===== src/rtl/lector_rom.sv =====
// lector_rom: burst reader that streams words from a synchronous memory through a small FIFO
// with ready/valid handshake and a running 16-bit sum of delivered words.
module lector_rom #(
  parameter int ADDR_W = 8,
  parameter int DATA_W = 8,
  parameter int FIFO_D = 4
) (
  input  logic              clk,
  input  logic              rst_n,
  input  logic              start,
  input  logic [ADDR_W-1:0] base,
  input  logic [ADDR_W-1:0] cuenta,
  output logic [ADDR_W-1:0] direccion,
  output logic              rd_en,
  input  logic [DATA_W-1:0] dato_mem,
  output logic [DATA_W-1:0] dato,
  output logic              valido,
  input  logic              listo,
  output logic              ocupado,
  output logic              hecho,
  output logic [15:0]       suma
);
  localparam int PW = $clog2(FIFO_D);
  typedef enum logic [1:0] {IDLE, READ, DRAIN, DONE} state_t;
  state_t r_state, w_next;
  logic [ADDR_W-1:0] r_base, r_cuenta, r_issued;
  logic              r_inflight;
  logic [DATA_W-1:0] r_mem [FIFO_D];
  logic [PW-1:0]     r_wp, r_rp;
  logic [PW:0]       r_cnt;
  logic [15:0]       r_suma;
  logic              w_pop, w_last;
  assign valido    = r_cnt != '0;
  assign w_pop     = valido && listo;
  // A read is only issued when the FIFO has room for it and any word still in flight.
  assign rd_en     = r_state == READ && ({1'b0, r_cnt} + (PW+2)'(r_inflight)) < (PW+2)'(FIFO_D);
  assign w_last    = r_issued == r_cuenta - ADDR_W'(1);
  assign direccion = r_base + r_issued;
  assign dato      = valido ? r_mem[r_rp] : '0;
  assign ocupado   = r_state == READ || r_state == DRAIN;
  assign hecho     = r_state == DONE;
  assign suma      = r_suma;
  always_comb begin
    w_next = r_state;
    case (r_state)
      IDLE:    if (start) w_next = (cuenta == '0) ? DONE : READ;
      READ:    if (rd_en && w_last) w_next = DRAIN;
      DRAIN:   if (r_cnt == '0 && !r_inflight) w_next = DONE;
      default: w_next = IDLE;
    endcase
  end
  always_ff @(posedge clk or negedge rst_n) begin
    if (!rst_n) begin
      r_state    <= IDLE;
      r_base     <= '0;
      r_cuenta   <= '0;
      r_issued   <= '0;
      r_inflight <= 1'b0;
      r_wp       <= '0;
      r_rp       <= '0;
      r_cnt      <= '0;
      r_suma     <= '0;
    end else begin
      r_state    <= w_next;
      r_inflight <= rd_en;
      if (r_state == IDLE && start) begin
        r_base   <= base;
        r_cuenta <= cuenta;
        r_issued <= '0;
        r_suma   <= '0;
      end else if (rd_en) begin
        r_issued <= r_issued + ADDR_W'(1);
      end
      if (r_inflight) r_wp <= r_wp + PW'(1);
      if (w_pop) begin
        r_rp   <= r_rp + PW'(1);
        r_suma <= r_suma + 16'(dato);
      end
      r_cnt <= r_cnt + (PW+1)'(r_inflight) - (PW+1)'(w_pop);
    end
  end
  always_ff @(posedge clk) begin
    if (r_inflight) r_mem[r_wp] <= dato_mem;
  end
endmodule

===== config.mk =====
export PLATFORM = sky130hd
export DESIGN_NAME = lector_rom
export DESIGN_NICKNAME = d
export VERILOG_FILES = /design/src/rtl/lector_rom.sv
export SDC_FILE = /design/constraint.sdc
export NUM_CORES = 1
export LEC_CHECK = 0
export CORE_UTILIZATION = 57
export CTS_BUF_LIST = sky130_fd_sc_hd__clkbuf_8
export CTS_CLUSTER_SIZE = 8
export DETAILED_ROUTE_END_ITERATION = 10
export PLACE_DENSITY = 0.89
export REMOVE_ABC_BUFFERS = 1
export SYNTH_ARGS = -nofsm -noshare
export SYNTH_HDL_FRONTEND = slang
export SYNTH_SLANG_ARGS = --single-unit

===== constraint.sdc =====
create_clock -name clk -period 3.2 [get_ports clk]
set_input_delay 0.64 -clock clk [delete_from_list [all_inputs] [get_ports clk]]
set_output_delay 0.64 -clock clk [all_outputs]
set_load 0.05 [all_outputs]

==> impl_results.md <==
* Max-slew violation count at 0
* Launch point of the worst path: r_rp[0]
* Post-synthesis mux area share at 0.0432
* #FFs+latches synth at 82
* Overflow after GRT at 0
* RR Startpoint: r_rp[0]
* XOR/XNOR share of the synthesized area at 0.0637
* Leak at 2.35 nW
* Root Buffer Master: clkbuf_8
* Hold-fix buffers at CTS at 0
* Status: completed
* Reg2Reg Capture Point: suma[15]
* Placed cell count at 560
* Mean area per synthesized cell at 10.9 um^2
* Core area at 0.00737 mm^2
* Vias per cell at 5.76
* Layout Nets at between 500 and 600
* Post-Synth Simple-Gate Area at 0.165
* CTS buffer count at 9
* Non-filler cells, final at around 580
* Tmin final at a little over 3 ns
* Initial DRC Count at 226
* EDFF count, synth at 32
* First-pass GRT wire length at about 16000 um
* Total GRT Usage at 0.245
* Required @ worst endpoint at 2.56 ns
* FF-to-FF setup slack at 0.22 ns
* Fill cells at 499
* Die area at 0.00808 mm^2
* R2r worst-path depth at 9
* Post-synthesis instance total at 404
* Sequential area share after synthesis at 0.503
* Clock slew seen by the registers of the worst setup and hold paths at roughly 0.10 ns
* Synth Warn # at 0
* Largest family of logic cells by synthesized area: simple AND/OR/NAND/NOR gates
* Final Worst Setup Slack at 0.137 ns
* Slew HR at 0.628
* Synth top area share at 0.284
* Drt wl/cell at 16.0 um
* Synthesized area at 0.00440 mm^2
* Initial antenna violation count at 0
* Post-Route WL at 9260 um
* Fmax at 0.327 GHz
* H-tree depth at 3
* Buffers on Ports at 63
* Final-report hold violation count at 0
* Crit. End Element: output port
* Final ANT Viol Nets at 0
* Most instantiated library cell after synthesis: nand2_1
* Worst Setup EP: dato[2]
* Die Ht at 89.9 um
* Post-synthesis compound-gate area fraction at 0.101
* Cell taking the most area after synthesis: dfrtp_1
* Yosys cell types at 54
* VDD IR max at 0.646 mV
* Top cells by instance count after synthesis: 61 x nand2_1, 50 x dfrtp_1, 32 x edfxtp_1
* Clk_lat worst skew at roughly 0.37 ns
* Pwr dens at between 1000 and 1500 mW/mm^2
* Final period utilization at 0.957
* Clock Skew at between 0.015 and 0.02 ns
* Share of cells above drive strength 1 at 0.100
* Area growth syn-to-layout at 23.1%
* Worst min path class: in2async
* Vias in the first global route at 3316
* Post-Synth Adder-Cell Area at 0.0932
* Util after Layout at 0.735
* Initial Util at 0.597
* Setup_tns at 0 ns
* Max FO, Critical Path at 8
* Kind of critical path: reg2out
* Boundary Pins at 64
* # setup viols final at 0
* Drt pass-1 iters at 4
* RSZ-0062 raised after global routing: false
* CP arrival at about 2.4 ns
* Largest cells by area after synthesis: dfrtp_1 28%, edfxtp_1 22%, ha_1 8.0%
* CTS tree: done
* Largest net degree at the start of global routing at 38
* Fraction of registers with async set/reset at 0.610
* Worst slew pin tran at 0.556 ns
* Synth Flop Type: dfrtp_1
* Startpoint type of the worst setup path: register
* Sinks on Clock Net at 82
* DR vias at 3328
* Dpl hpwl at 6800 um
* Clock Path Buffers at 2
* Total power at 5.95 mW
* Number of core rows at 31
* DR DRC count at 0
* Max-cap viol count at 0
* GPL Wtd Cong at 0.901
* Ant diodes at 0
* Die Wd at 89.9 um
* Post-placement setup slack at 0.146 ns
-- kinds of logic (layout without fill, tap and decap cells) --
| group | Yosys count | after routing |
|---|---|---|
| muxes | 9 | 9 |
| adders and majority gates | 31 | 31 |
| buffers and inverters | 35 | 110 |
| DFF | 82 | 82 |
| xor gates and xnor gates | 32 | 32 |
| and+or+nand+nor | 148 | 148 |
| AOI/OAI and AO/OA | 67 | 67 |
-- critical path: stages (launching register included) --
cell	delay, ns
dfrtp_1	0.41
buf_4	0.22
mux4_2	0.51
and2_1	0.19
clkdlybuf4s50_1	0.72
-- state kept, by name (all words and copies together) (netlist names) --
signal      flops
r_cnt           3
r_mem          32
r_rp            2
r_cuenta        8
suma           16
r_issued        8
r_base          8
r_wp            2
r_state         2
r_inflight      1
-- how the worst min path moves through the flow --
stage | slack, ns | from | endpoint | cells past startpoint
floorplan | 0.34 | rst_n | r_base[0] | 0
global placement | 0.47 | r_base[3] | r_base[3] | 2
detailed placement | 0.47 | r_base[6] | r_base[6] | 2
CTS | 0.16 | rst_n | suma[5] | 1
global route | 0.16 | rst_n | suma[5] | 1
finish | 0.15 | rst_n | suma[5] | 1
-- placed cells by master, fill, tap and decap left out, types with 3 or more instances in the layout --
cell / instances
o21ai_0: 22
o211ai_1: 6
and2_1: 13
nor2b_1: 5
xor2_1: 13
mux4_2: 8
a31oi_1: 6
nand4_1: 5
and3_1: 3
xnor2_1: 19
or4_1: 4
nand2b_1: 3
edfxtp_1: 32
clkbuf_8: 9
a21oi_1: 6
ha_1: 28
fa_1: 3
clkdlybuf4s50_1: 55
nand3_1: 15
nor3_1: 6
dfrtp_1: 49
a21o_1: 5
inv_1: 21
buf_4: 13
nor2_1: 20
nand2_1: 61
-- routing by layer --
metal	vias up	track usage	part of all wire
li1	1587	-	-
met1	1632	0.305	0.43
met2	89	0.415	0.51
met3	20	0.0525	0.042
met4	0	0.109	0.025
met5	-	0	0
-- through the flow --
stage	cell area, um^2	hold slack (ns)
after floorplan	4340	0.344
after global placement	5160	0.466
after detailed placement	5160	0.473
after CTS	5390	0.155
after global routing	5420	0.164
final	5420	0.151
-- cell type report --
type	count	area [um^2]	share of cell area
Clock buffer	9	124	0.0229
Multi-Input combinational cell	287	2070	0.381
Timing Repair Buffer	73	718	0.133
Clock inverter	7	95.1	0.0175
Sequential cell	82	2210	0.408
Inverter	21	78.8	0.0145
Tap cell	99	124	0.0229
-- where the power goes --
part | switching (mW) | internal [mW] | total (mW)
Combinational | 2.10 | 1.37 | 3.47
Sequential | 0.286 | 1.38 | 1.66
Clock | 0.431 | 0.385 | 0.816
-- timing repair --
| action | 4_1_cts | 5_1_grt |
|---|---|---|
| gates resized for setup | 1 | 6 |
| hold endpoints to repair | 0 | 0 |
| cloned | 0 | 0 |
| endpoints found under the setup margin | 1 | 12 |
| setup buffers | 0 | 2 |
| pin swaps | 0 | 1 |
Note: power is estimated with default switching activity, not from simulation.
